**src/rtl/gnn_mac_seq.sv**
```systemverilog
// Sequencer for a 4-node GNN MAC array: loads shared weights once,
// then fetches, fires and writes back each node group in turn.
module gnn_mac_seq #(
  parameter int NUM_GROUPS = 4,
  parameter int ADDR_W     = 4,
  parameter int TIMEOUT    = 64
) (
  input  logic              clk,
  input  logic              rst,
  input  logic              start,
  output logic              busy,
  output logic              done,
  output logic              err,
  output logic              w_load,
  output logic              feat_rd_en,
  output logic [ADDR_W-1:0] feat_addr,
  input  logic              feat_valid,
  output logic              mac_in_ready,
  input  logic              mac_ready,
  output logic              res_wr_en,
  output logic [ADDR_W-1:0] res_addr
);

  localparam int TW = $clog2(TIMEOUT + 1);
  localparam logic [ADDR_W-1:0] LAST = ADDR_W'(NUM_GROUPS - 1);
  localparam logic [TW-1:0] TMAX = TW'(TIMEOUT);

  typedef enum logic [3:0] {
    S_IDLE,
    S_WLOAD,
    S_FETCH,
    S_WDATA,
    S_FIRE,
    S_WMAC,
    S_WRITE,
    S_DONE,
    S_ERR
  } state_t;

  state_t state_q, state_d;
  logic [ADDR_W-1:0] g_q, g_d;
  logic [TW-1:0] to_q, to_d;
  logic [TW-1:0] to_inc;

  assign to_inc = (to_q == TMAX) ? to_q : to_q + TW'(1);

  always_ff @(posedge clk) begin
    if (rst) begin
      state_q <= S_IDLE;
      g_q     <= '0;
      to_q    <= '0;
    end else begin
      state_q <= state_d;
      g_q     <= g_d;
      to_q    <= to_d;
    end
  end

  always_comb begin
    state_d = state_q;
    g_d     = g_q;
    to_d    = to_q;
    unique case (state_q)
      S_IDLE, S_ERR: begin
        if (start) begin
          g_d     = '0;
          state_d = S_WLOAD;
        end
      end
      S_WLOAD: state_d = S_FETCH;
      S_FETCH: state_d = S_WDATA;
      S_WDATA: begin
        if (feat_valid) state_d = S_FIRE;
      end
      S_FIRE: begin
        to_d    = '0;
        state_d = S_WMAC;
      end
      // the count that lands on TIMEOUT decides the error
      S_WMAC: begin
        to_d = to_inc;
        if (mac_ready) begin
          state_d = S_WRITE;
        end else if (to_inc == TMAX) begin
          state_d = S_ERR;
        end
      end
      S_WRITE: begin
        if (g_q == LAST) begin
          state_d = S_DONE;
        end else begin
          g_d     = g_q + ADDR_W'(1);
          state_d = S_FETCH;
        end
      end
      S_DONE:  state_d = S_IDLE;
      default: state_d = S_IDLE;
    endcase
  end

  always_comb begin
    busy         = 1'b1;
    done         = 1'b0;
    err          = 1'b0;
    w_load       = 1'b0;
    feat_rd_en   = 1'b0;
    mac_in_ready = 1'b0;
    res_wr_en    = 1'b0;
    unique case (state_q)
      S_IDLE:  busy = 1'b0;
      S_ERR: begin
        busy = 1'b0;
        err  = 1'b1;
      end
      S_WLOAD: w_load       = 1'b1;
      S_FETCH: feat_rd_en   = 1'b1;
      S_FIRE:  mac_in_ready = 1'b1;
      S_WRITE: res_wr_en    = 1'b1;
      S_DONE:  done         = 1'b1;
      default: ;
    endcase
  end

  assign feat_addr = g_q;
  assign res_addr  = g_q;

endmodule

```
**config.mk**
```make
export PLATFORM = sky130hd
export DESIGN_NAME = gnn_mac_seq
export DESIGN_NICKNAME = d
export VERILOG_FILES = /design/src/rtl/gnn_mac_seq.sv
export SDC_FILE = /design/constraint.sdc
export NUM_CORES = 1
export LEC_CHECK = 0
export ABC_CLOCK_PERIOD_IN_PS = 2100
export BUFFER_PORTS_ARGS = -buffer_cell sky130_fd_sc_hd__buf_2
export CAP_MARGIN = 20
export CORE_MARGIN = 2
export CORE_UTILIZATION = 40
export CTS_BUF_LIST = sky130_fd_sc_hd__clkbuf_4
export CTS_CLUSTER_SIZE = 12
export DETAILED_ROUTE_END_ITERATION = 8
export GPL_ROUTABILITY_DRIVEN = 0
export SLEW_MARGIN = 10
export SYNTH_ARGS = -nofsm -noshare
export SYNTH_HDL_FRONTEND = slang
export SYNTH_SLANG_ARGS = --single-unit
```
**constraint.sdc**
```tcl
create_clock -name clk -period 2.1 [get_ports clk]
set_clock_uncertainty 0.15 [all_clocks]
set_input_delay 0.21 -clock clk [delete_from_list [all_inputs] [get_ports clk]]
set_output_delay 0.21 -clock clk [all_outputs]
set_load 0.1 [all_outputs]
```
# Yosys cells after proc, flatten, opt, wreduce, memory -nomap -nowiden
# Cells that the tools add are included.
op_classes:
  add_sub_neg: 2
  n_eq_ne: 15
  muxes: 18
  reduce_logical: 6
ops:
  columns: ["operator", "count"]
  rows:
  - ["one-hot mux 4 bit (7 select lines)", 1]
  - ["2-to-1 mux 4 bit", 6]
  - ["equality test 4 x 3 -> 1 bit, second input constant", 4]
  - ["equality test 7 bit, second input constant", 2]
  - ["one-hot mux 7 bit (2 select lines)", 1]
  - ["equality test 4 x 2 -> 1 bit, second input constant", 3]
  - ["one-hot mux 4 bit (2 select lines)", 1]
  - ["adder 7 x 1 -> 7 bit, second input constant", 1]
  - ["2-to-1 mux 1 bit", 7]
  - ["2-to-1 mux 7 bit", 1]
  - ["AND reduction 3 bit", 2]
  - ["adder 4 x 1 -> 4 bit, second input constant", 1]
  - ["equality test 4 x 1 -> 1 bit, second input constant", 1]
  - ["equality test 4 bit, second input constant", 1]
  - ["zero test 4 bit", 1]
  - ["inequality test 2 bit, second input constant", 2]
  - ["nonzero test 2 bit", 2]
  - ["2-to-1 mux 3 bit", 1]
  - ["inequality test 3 bit, second input constant", 1]
  - ["inequality test 2 x 1 -> 1 bit, second input constant", 1]
  - ["OR reduction 2 bit", 1]
word_totals:
  ff_bits: 15
  out_inout_bits: 15

# Logic depth before layout (Yosys ltp)
# Gate-level depths: netlist of the first run.
logic_depth:
  ltp_word: 6
  ltp_mapped: 7

# Worst setup path before layout of the first run
# Ideal clock, no wire load.
synth_path:
  path_type: "reg-to-output"
  start: "register state_q[1]"
  end: "output port feat_rd_en"
  t_arrival_ns: 2.748
  slack_ns: -1.008
  stages_incl_launch_ff: 4
  n_path_buf: 1
  path_cell_list: "dfxtp_1 > clkbuf_1 > nand2b_1 > nor3_1"
synth_between:
  elab_chain_cells: 2
synth_rtl:
  columns: ["item", "line_no", "source"]
  rows:
  - ["from (decl)", "40", "state_t state_q, state_d;"]
  - ["from (signal assigned)", "53", "state_q <= state_d;"]
  - ["equality test 4 x 2 -> 1 bit", "109", "unique case (state_q)"]
  - ["2-to-1 mux 1 bit", "109", null]
  - ["to (decl)", "15", "output logic feat_rd_en,"]
# Every way passes these cells.

# Worst setup path after layout of the first run
layout_path:
  start: "register state_q[0]"
  end: "output port w_load"
layout_between:
  elab_chain_cells: 2
layout_rtl:
  columns: ["item", "line_no", "source"]
  rows:
  - ["equality test 4 x 1 -> 1 bit", "109", null]
  - ["2-to-1 mux 1 bit", "109", null]
  - ["to (decl)", "14", "output logic w_load,"]
# Every way passes these cells.

==> results.sh, run 1 <==
export IMPL_stdcell_count=178
export IMPL_crit_arrival_ps=1640
export IMPL_dr_pass1_iters=4
export IMPL_grt_start_max_net_pins=15
export IMPL_drc=0
export IMPL_grt_pass1_vias=914
export IMPL_boundaryPins=20
export IMPL_grt_pass1_wl_mm=3.995
export IMPL_synthArstFlopShare_pct=0
export IMPL_vdd_drop_max_mv=0.4245
export IMPL_cts_max_level=1
export IMPL_synth_top_family_by_area="simple AND/OR/NAND/NOR gates"
export IMPL_grt_antenna_before_repair=0
export IMPL_crit_required_ps=1740
export IMPL_rsz0062_at_grt="false"
export IMPL_synthMuxAreaShare_pct=0.9592
export IMPL_critPathCaptureType="primary output"
export IMPL_synth_edff_count=0
export IMPL_slew_viol_final=0
export IMPL_root_buffer="clkbuf_4"
export IMPL_die_w_um=55.08
export IMPL_final_core_util_pct=49.49
export IMPL_synth_xor_xnor_area_share_pct=3.357
export IMPL_rr_worst_depth=6
export IMPL_period_share_pct=95.10
export IMPL_placed_cells=173
export IMPL_syn_inst=133
export IMPL_hold_path_class="input port to flip-flop"
export IMPL_core_area_sq_mm=0.002477
export IMPL_synth_cell_type_count=45
export IMPL_cts_sinks=15
export IMPL_timing_fmax_mhz=500.7
export IMPL_cts_tree="built"
export IMPL_syn_cell_area_sq_mm=0.001044
export IMPL_setup_viol=0
export IMPL_yosys_warnings=0
export IMPL_worstMarginPinSlew_ps=489.5
export IMPL_powerDensity_mw_per_mm2=560.2
export IMPL_leakagePower_nw=0.5446
export IMPL_finalHoldViolCount=0
export IMPL_num_nets_final=157
export IMPL_port_buffers=19
export IMPL_slew_limit_headroom_pct=67.59
export IMPL_ys_flop_type="dfxtp_1"
export IMPL_worstSetupPathType="flip-flop to primary output"
export IMPL_fillCellCount=261
export IMPL_mostFrequentLayoutCell="buf_2"
export IMPL_hold_ws_ps=74.67
export IMPL_layout_drive_gt1_share_pct=29.73
export IMPL_synth_top_cell_by_area="dfxtp_1"
export IMPL_power_uw=686.9
export IMPL_yosysTopAreaCellShare_pct=28.78
export IMPL_drt_iter0_drc=14
export IMPL_synth_adder_area_share_pct=3.597
export IMPL_min_to="state_q[2]$_SDFFE_PP0P_"
export IMPL_die_h_um=55.08
export IMPL_synth_fp_nets=141
export IMPL_synthTopCellsByArea="dfxtp_1, a21oi_1, nor2_1"
export IMPL_r2r_end="feat_addr[3]$_SDFFE_PP0P_"
export IMPL_num_rows=18
export IMPL_diodes=0
export IMPL_maxCapViolCount=0
export IMPL_initial_core_util_pct=42.12
export IMPL_ys_ff_latch=15
export IMPL_worstSetupStartpointType="flip-flop"
export IMPL_insertion_delay_ps=300
export IMPL_cts_buffers=3
export IMPL_grt_use_total_pct=18.82
export IMPL_place_area_sq_mm=0.001184
export IMPL_rrSetupSlack_ps=190
export IMPL_min_from="mac_ready"
export IMPL_syn_to_final_growth_pct=17.51
export IMPL_ant_nets=0
export IMPL_routed_wl_mm=2.360
export IMPL_vias=979
export IMPL_crit_fanout=13
export IMPL_yosys_area_share_simple_pct=32.01
export IMPL_r2r_start="feat_addr[0]$_SDFFE_PP0P_"
export IMPL_synth_compound_area_share_pct=23.86
export IMPL_gr_total_overflow=0
export IMPL_stdcell_area_sq_mm=0.001226
export IMPL_status="finished clean"
export IMPL_multi_input_area_sq_um=680.7
export IMPL_cts_reportedPaths_clkPinSlew_ps=100
export IMPL_layout_min_cycle_time_ps=1997
export IMPL_hold_path_depth=4
export IMPL_wl_per_cell_um=13.26
export IMPL_seqCellArea_sq_um=312.8
export IMPL_hpwl_mm=1.786
export IMPL_die_area_sq_mm=0.003033
export IMPL_ys_seq_area_share_pct=28.78
export IMPL_vias_per_cell=5.500
export IMPL_postSynthAreaPerCell_sq_um=7.846
export IMPL_cts_buffer_depth=2
export IMPL_layout_common_cells="buf_2, nand2_1, nor2_1"
## worst max-delay path by stage
stage	start	endpoint	slack, ps
finish	state_q[0]$_SDFFE_PP0P_	w_load	100
global route	state_q[0]$_SDFFE_PP0P_	w_load	0.7
CTS	state_q[1]$_SDFFE_PP0P_	res_wr_en	30
detailed placement	feat_addr[0]$_SDFFE_PP0P_	feat_addr[3]$_SDFFE_PP0P_	180
global placement	feat_addr[0]$_SDFFE_PP0P_	feat_addr[3]$_SDFFE_PP0P_	240
floorplan	state_q[0]$_SDFFE_PP0P_	w_load	-210
## logic make-up (layout without fill, tap and decap cells)
group           after synthesis  after routing
buf+inv                      16             31
mux                           1              1
xor+xnor                      4              4
fa+ha+maj                     3              3
simple gates                 59             59
flops                        15             15
compound gates               35             35
## state kept, by name, indices dropped and copies added (netlist names)
register   cells
state_q        4
feat_addr      4
to_q           7
## power breakdown
| group | switching [mW] | total (mW) | internal, mW |
|---|---|---|---|
| Sequential | 0.0246 | 0.315 | 0.290 |
| Combinational | 0.144 | 0.197 | 0.0530 |
| Clock | 0.104 | 0.175 | 0.0710 |
| Total | 0.273 | 0.687 | 0.414 |
## cells in the mapped netlist, drive strengths merged, types with 3 or more instances
cell type,count
nand2b,4
clkbuf,4
nand3b,3
inv,6
xor2,3
o21ai,7
ha,3
nand3,5
nor2,12
nand2,11
dfxtp,15
a21oi,10
nor3,7
buf,6
## critical path: stages (launching register included)
cell	delay, ps
dfxtp_1	590
nand2b_1	190
nor3_2	120
buf_2	440
## routing by layer
metal	up-vias	part of all wire (%)	track usage, %
met5	-	0	0
met4	0	1.1	6.098
met3	4	4.2	5.645
met2	16	48	33.13
met1	453	46	21.64
li1	506	-	-
## layout make-up
| cell class | instances | area share [%] |
|---|---|---|
| clock buffers | 3 | 1.837 |
| clock inverters | 1 | 0.4082 |
| inverters | 6 | 1.837 |
| multi-input cells | 102 | 55.51 |
| flip-flops and latches | 15 | 25.51 |
| well taps | 30 | 3.061 |
| repair buffers | 21 | 11.84 |
## stage by stage
step	setup WS, ps	TNS [ps]
after floorplan	-211.9	-389.9
after global placement	241.1	0
after detailed placement	175.5	0
after CTS	25.07	0
after global routing	0.7261	0
final	102.8	0
## what timing repair did
| action | in CTS | in global routing |
|---|---|---|
| buffers inserted | 0 | 0 |
| hold buffers | 1 | 0 |
| hold endpoints to repair | 2 | 0 |
| endpoints found under the setup margin | 0 | 4 |
| resized for setup | 0 | 3 |
Power figures use the tool's default switching activity.
==> run 2, diff against run 1 <==
--- a/config.mk
+++ b/config.mk
@@ -5,15 +5,17 @@
 export SDC_FILE = /design/constraint.sdc
 export NUM_CORES = 1
 export LEC_CHECK = 0
-export ABC_CLOCK_PERIOD_IN_PS = 2100
+export ABC_CLOCK_PERIOD_IN_PS = 2050
 export BUFFER_PORTS_ARGS = -buffer_cell sky130_fd_sc_hd__buf_2
 export CAP_MARGIN = 20
 export CORE_MARGIN = 2
 export CORE_UTILIZATION = 40
 export CTS_BUF_LIST = sky130_fd_sc_hd__clkbuf_4
+export CTS_CLUSTER_DIAMETER = 30
 export CTS_CLUSTER_SIZE = 12
 export DETAILED_ROUTE_END_ITERATION = 8
 export GPL_ROUTABILITY_DRIVEN = 0
+export REMOVE_ABC_BUFFERS = 1
 export SLEW_MARGIN = 10
 export SYNTH_ARGS = -nofsm -noshare
 export SYNTH_HDL_FRONTEND = slang
==> constraint.sdc (replaced) <==
create_clock -name clk -period 2.05 [get_ports clk]
set_clock_uncertainty 0.15 [all_clocks]
set_input_delay 0.205 -clock clk [delete_from_list [all_inputs] [get_ports clk]]
set_output_delay 0.205 -clock clk [all_outputs]
set_load 0.1 [all_outputs]
==> run 2 against run 1 <==
Clock power is 6% higher. Wire length down 5.0%. Core utilization is 0.40 points lower. Critical path type unchanged.
==> results.sh, run 2 (synthesized netlist as in run 1, its figures left out) <==
export IMPL_status="finished clean"
export IMPL_seq_power_share_pct=45.3
export IMPL_largest_reg_flops=7
export IMPL_leakagePower_nw=0.5425
export IMPL_crit_required_ps=1690
export IMPL_dp_slack_ps=143.3
export IMPL_crit_fanout=14
export IMPL_min_to="feat_addr[3]$_SDFFE_PP0P_"
export IMPL_drc=0
export IMPL_tns_ps=0
export IMPL_grt_most_used_layer="met2"
export IMPL_gr_total_overflow=0
export IMPL_die_area_sq_mm=0.003033
export IMPL_power_switching_uw=264.7
export IMPL_critPathCaptureType="primary output"
export IMPL_die_h_um=55.08
export IMPL_cts_tree="built"
export IMPL_path_buf_inv=1
export IMPL_syn_to_final_growth_pct=16.55
export IMPL_port_buffers=19
export IMPL_worstMarginPinSlew_ps=485.3
export IMPL_rrSetupSlack_ps=110
export IMPL_timing_fmax_mhz=515.0
export IMPL_slowest_stage="dfxtp_1"
export IMPL_r2r_start="to_q[0]$_SDFFE_PP0P_"
export IMPL_largest_register="to_q"
export IMPL_cts_max_level=1
export IMPL_cts_buffers=3
export IMPL_postCtsHoldBufs=0
export IMPL_rsz0062_at_grt="false"
export IMPL_die_w_um=55.08
export IMPL_mostFrequentLayoutCell="dfxtp_1"
export IMPL_use_met1_pct=19.31
export IMPL_powerDensity_mw_per_mm2=581.4
export IMPL_switching_share_pct=37.43
export IMPL_num_nets_final=158
export IMPL_cts_buffer_depth=2
export IMPL_vias_per_cell=5.492
export IMPL_insertion_delay_ps=290
export IMPL_grt_use_total_pct=16.40
export IMPL_grt_pass1_vias=857
export IMPL_r2r_end="state_q[3]$_SDFFE_PP0P_"
export IMPL_vdd_drop_max_mv=0.3265
export IMPL_hpwl_mm=1.702
export IMPL_ant_nets=0
export IMPL_cts_reportedPaths_clkPinSlew_ps=90
export IMPL_num_rows=18
export IMPL_rr_worst_depth=7
export IMPL_finalHoldViolCount=0
export IMPL_use_met2_pct=26.79
export IMPL_diodes=0
export IMPL_hold_path_class="input port to flip-flop"
export IMPL_p_int_uw=442.4
export IMPL_clkPwrFrac_pct=26.3
export IMPL_power_uw=707.1
export IMPL_critPathTopFamily="simple AND/OR/NAND/NOR gates"
export IMPL_crit_chain="nor2b_1 > nand2b_1 > nor2_1 > buf_12"
export IMPL_slew_viol_final=0
export IMPL_setup_viol=0
export IMPL_layout_min_cycle_time_ps=1942
export IMPL_grt_antenna_before_repair=0
export IMPL_layout_drive_gt1_share_pct=24.83
export IMPL_grt_start_max_net_pins=15
export IMPL_grt_pass1_wl_mm=3.560
export IMPL_drt_iter0_drc=14
export IMPL_layout_common_cells="dfxtp_1, buf_2, nor2_1"
export IMPL_dr_pass1_iters=4
export IMPL_worstSetupPathType="flip-flop to primary output"
export IMPL_hold_path_depth=2
export IMPL_vias=983
export IMPL_postCtsSetupBuffers=0
export IMPL_cts_sinks=15
export IMPL_worstSetupStartpointType="flip-flop"
export IMPL_boundaryPins=20
export IMPL_wl_per_cell_um=12.53
export IMPL_maxCapViolCount=0
export IMPL_min_from="start"
export IMPL_setup_ws_ps=108.2
export IMPL_max_stage_delay_ps=440
export IMPL_root_buffer="clkbuf_4"
export IMPL_met3_usage_pct=2.688
export IMPL_slew_limit_headroom_pct=67.87
export IMPL_initial_core_util_pct=42.12
export IMPL_core_area_sq_mm=0.002477
export IMPL_routed_wl_mm=2.243
export IMPL_period_share_pct=94.72
export IMPL_power_frac_comb_pct=28.4
export IMPL_crit_arrival_ps=1590
## run 2: cell count changes in the layout (fill, tap and decap cells not counted), moves of 2 or more
cell / previous run / this run
clkbuf_4: 4 / 7
nor3_2: 2 / 0
nor3_1: 5 / 7
dfxtp_1: 9 / 15
buf_4: 1 / 3
buf_2: 16 / 14
dfxtp_2: 4 / 0
nor2_2: 2 / 0
dfxtp_4: 2 / 0
nor2_1: 10 / 12
## run 2: what timing repair did
item,in CTS,in global routing
endpoints found under the setup margin,0,4
gates resized for setup,0,4
endpoints found under the hold margin,0,0
## run 2: final cells by class
type | instances | area [sq um]
clock buffers | 4 | 30.03
fillers | 245 | 1261
inverters | 6 | 22.52
multi-input cells | 102 | 670.6
flip-flops and latches | 15 | 300.3
well taps | 30 | 37.54
repair buffers | 22 | 155.1
## run 2: worst register-to-register path, delay by kind of cell, from the launching register on
kind	cells	cell delay (ps)
compound gates	3	480
fa+ha+maj	1	160
buf+inv	1	110
flops	1	360
simple gates	2	630
## run 2: power groups by stage
stage	Clock [mW]	Combinational [mW]	Sequential, mW
after floorplan	0	0.150	0.325
after global placement	0	0.197	0.326
after detailed placement	0	0.198	0.326
after CTS	0.195	0.198	0.319
after global routing	0.202	0.219	0.323
final	0.186	0.201	0.320
## run 2: metal layers
metal | vias up | share of wire (%)
met5 | - | 0
met4 | 0 | 2.1
met3 | 5 | 4.1
met2 | 20 | 46
met1 | 446 | 48
li1 | 512 | -
## run 2: worst max-delay path by stage
stage	endpoint	start	cells after the start	slack, ps
6_report	mac_in_ready	state_q[1]$_SDFFE_PP0P_	4	110
5_1_grt	mac_in_ready	state_q[1]$_SDFFE_PP0P_	4	0.1
4_1_cts	busy	state_q[0]$_SDFFE_PP0P_	4	50
3_5_place_dp	feat_addr[3]$_SDFFE_PP0P_	feat_addr[0]$_SDFFE_PP0P_	6	140
3_3_place_gp	feat_addr[3]$_SDFFE_PP0P_	feat_addr[0]$_SDFFE_PP0P_	6	190
2_1_floorplan	feat_addr[3]$_SDFFE_PP0P_	feat_addr[0]$_SDFFE_PP0P_	6	-1310
## run 2: stage by stage
step,hold WS [ps],util [%],instances,area [sq um]
after CTS,6.517,48.59,179,1204
after global placement,313.8,47.37,175,1174
after global routing,3.992,49.09,179,1216
after detailed placement,320.3,47.37,175,1174
after floorplan,124.1,-,123,988.4
final,12.85,49.09,179,1216
==> run 3, diff against run 2 <==
--- a/config.mk
+++ b/config.mk
@@ -15,6 +15,7 @@
 export CTS_CLUSTER_SIZE = 12
 export DETAILED_ROUTE_END_ITERATION = 8
 export GPL_ROUTABILITY_DRIVEN = 0
+export GPL_TIMING_DRIVEN = 0
 export REMOVE_ABC_BUFFERS = 1
 export SLEW_MARGIN = 10
 export SYNTH_ARGS = -nofsm -noshare
==> run 3 against run 2 <==
Final area fell by 2.3%. Count of clock-buffer cells in the layout shrank 1. Final cell count down 1.1%. Flip-flop and latch count did not move. Sequential share of layout area is 0.99 points higher. Clock power fell by 3%. Sequential power up 1%. Maximum frequency shrank 0.35%.
==> results.sh, run 3 (synthesized netlist as in run 1, its figures left out) <==
export IMPL_routed_wl_mm=2.220
export IMPL_place_area_sq_mm=0.001121
export IMPL_die_w_um=55.08
export IMPL_cts_max_level=1
export IMPL_port_buffers=19
export IMPL_dp_slack_ps=113.7
export IMPL_critPathTopFamily="simple AND/OR/NAND/NOR gates"
export IMPL_multi_input_area_sq_um=678.2
export IMPL_grt_start_max_net_pins=15
export IMPL_slew_limit_headroom_pct=67.78
export IMPL_wl_per_cell_um=12.54
export IMPL_critPathCaptureType="flip-flop"
export IMPL_setup_viol=0
export IMPL_rrSetupSlack_ps=100
export IMPL_rsz0062_at_grt="false"
export IMPL_cts_sinks=15
export IMPL_min_from="mac_ready"
export IMPL_layout_min_cycle_time_ps=1949
export IMPL_leakagePower_nw=0.5267
export IMPL_drt_iter0_drc=10
export IMPL_num_rows=18
export IMPL_cts_tree="built"
export IMPL_diodes=0
export IMPL_tns_ps=0
export IMPL_dr_pass1_iters=2
export IMPL_gr_total_overflow=0
export IMPL_crit_chain="inv_1 > ha_1 > nand3b_1 > or4_4 > a21oi_2 > o221a_4 > o21ai_1"
export IMPL_finalHoldViolCount=0
export IMPL_worstMarginPinSlew_ps=486.7
export IMPL_min_to="state_q[0]$_SDFFE_PP0P_"
export IMPL_layout_drive_gt1_share_pct=27.21
export IMPL_cts_buffer_depth=2
export IMPL_final_core_util_pct=47.98
export IMPL_vdd_drop_max_mv=0.3895
export IMPL_status="finished clean"
export IMPL_initial_core_util_pct=42.12
export IMPL_path_buf_inv=1
export IMPL_hold_path_depth=4
export IMPL_period_share_pct=95.05
export IMPL_worstSetupPathType="flip-flop to flip-flop"
export IMPL_hold_path_class="input port to flip-flop"
export IMPL_crit_required_ps=2080
export IMPL_die_h_um=55.08
export IMPL_r2r_start="to_q[0]$_SDFFE_PP0P_"
export IMPL_crit_start="to_q[0]$_SDFFE_PP0P_"
export IMPL_cts_reportedPaths_clkPinSlew_ps=100
export IMPL_vias_per_cell=5.537
export IMPL_stdcell_count=177
export IMPL_placed_cells=172
export IMPL_fillCellCount=267
export IMPL_largest_register="to_q"
export IMPL_ant_nets=0
export IMPL_largest_reg_flops=7
export IMPL_grt_pass1_vias=821
export IMPL_cts_buffers=3
export IMPL_rr_worst_depth=7
export IMPL_worstSetupStartpointType="flip-flop"
export IMPL_boundaryPins=20
export IMPL_insertion_delay_ps=290
export IMPL_grt_pass1_wl_mm=3.650
export IMPL_crit_fanout=5
export IMPL_core_area_sq_mm=0.002477
export IMPL_setup_ws_ps=101.5
export IMPL_hpwl_mm=1.649
export IMPL_stdcell_area_sq_mm=0.001189
export IMPL_grt_antenna_before_repair=0
export IMPL_r2r_end="state_q[2]$_SDFFE_PP0P_"
export IMPL_syn_to_final_growth_pct=13.91
export IMPL_seqCellArea_sq_um=305.3
export IMPL_vias=980
export IMPL_postCtsSetupBuffers=0
export IMPL_slowest_stage="or4_4"
export IMPL_crit_arrival_ps=1980
export IMPL_maxCapViolCount=0
export IMPL_grt_use_total_pct=16.53
export IMPL_root_buffer="clkbuf_4"
export IMPL_mostFrequentLayoutCell="buf_2"
export IMPL_path_depth=7
export IMPL_timing_fmax_mhz=513.2
export IMPL_slew_viol_final=0
export IMPL_num_nets_final=156
export IMPL_layout_common_cells="buf_2, nor2_1, nand2_1, dfxtp_1, a21oi_1"
export IMPL_drc=0
export IMPL_powerDensity_mw_per_mm2=586.1
export IMPL_die_area_sq_mm=0.003033
export IMPL_max_stage_delay_ps=460
-- run 3: through the flow --
| step | power, mW | hold WS (ps) |
|---|---|---|
| after CTS | 0.6967 | 80.47 |
| after global placement | 0.5102 | 307.5 |
| after floorplan | 0.4747 | 124.1 |
| after global routing | 0.7285 | 99.07 |
| final | 0.6966 | 81.34 |
| after detailed placement | 0.5126 | 309.4 |
-- run 3: timing repair --
action | CTS | global route
gates resized for setup | 3 | 9
pin swaps | 0 | 0
endpoints found under the hold margin | 2 | 0
setup endpoints to repair | 2 | 8
hold buffers | 1 | 0
-- run 3: per-layer routing --
metal / vias to the layer above / wire [um] / global-route usage [%]
li1: 507 / - / -
met1: 456 / 1087 / 20.33
met2: 17 / 1035 / 28.97
met3: 0 / 97 / 4.839
met4: 0 / 0 / 2.439
met5: - / 0 / 0
-- run 3: how the worst max path moves through the flow --
stage / to / slack (ps)
after floorplan: feat_addr[3]$_SDFFE_PP0P_ / -1310
after global placement: feat_addr[3]$_SDFFE_PP0P_ / 140
after detailed placement: feat_addr[3]$_SDFFE_PP0P_ / 110
after CTS: err / 30
after global routing: feat_addr[3]$_SDFFE_PP0P_ / 7
final: state_q[2]$_SDFFE_PP0P_ / 100
-- run 3: worst register-to-register path, stage by stage, from the launching register on --
cell	delay, ps
dfxtp_1	350
inv_1	100
ha_1	150
nand3b_1	170
or4_4	460
a21oi_2	180
o221a_4	200
o21ai_1	70
-- run 3: final cells by class --
cell class / instances / share of cell area, %
clock buffer: 3 / 1.895
clock inverter: 1 / 0.4211
inverter: 6 / 1.895
multi-input combinational: 102 / 57.05
sequential: 15 / 25.68
tap: 30 / 3.158
timing repair buffer: 20 / 9.895
-- run 3: power breakdown --
part / internal [mW] / switching, mW
registers: 0.301 / 0.0233
logic: 0.0477 / 0.144
clock network: 0.0726 / 0.108
total: 0.421 / 0.276
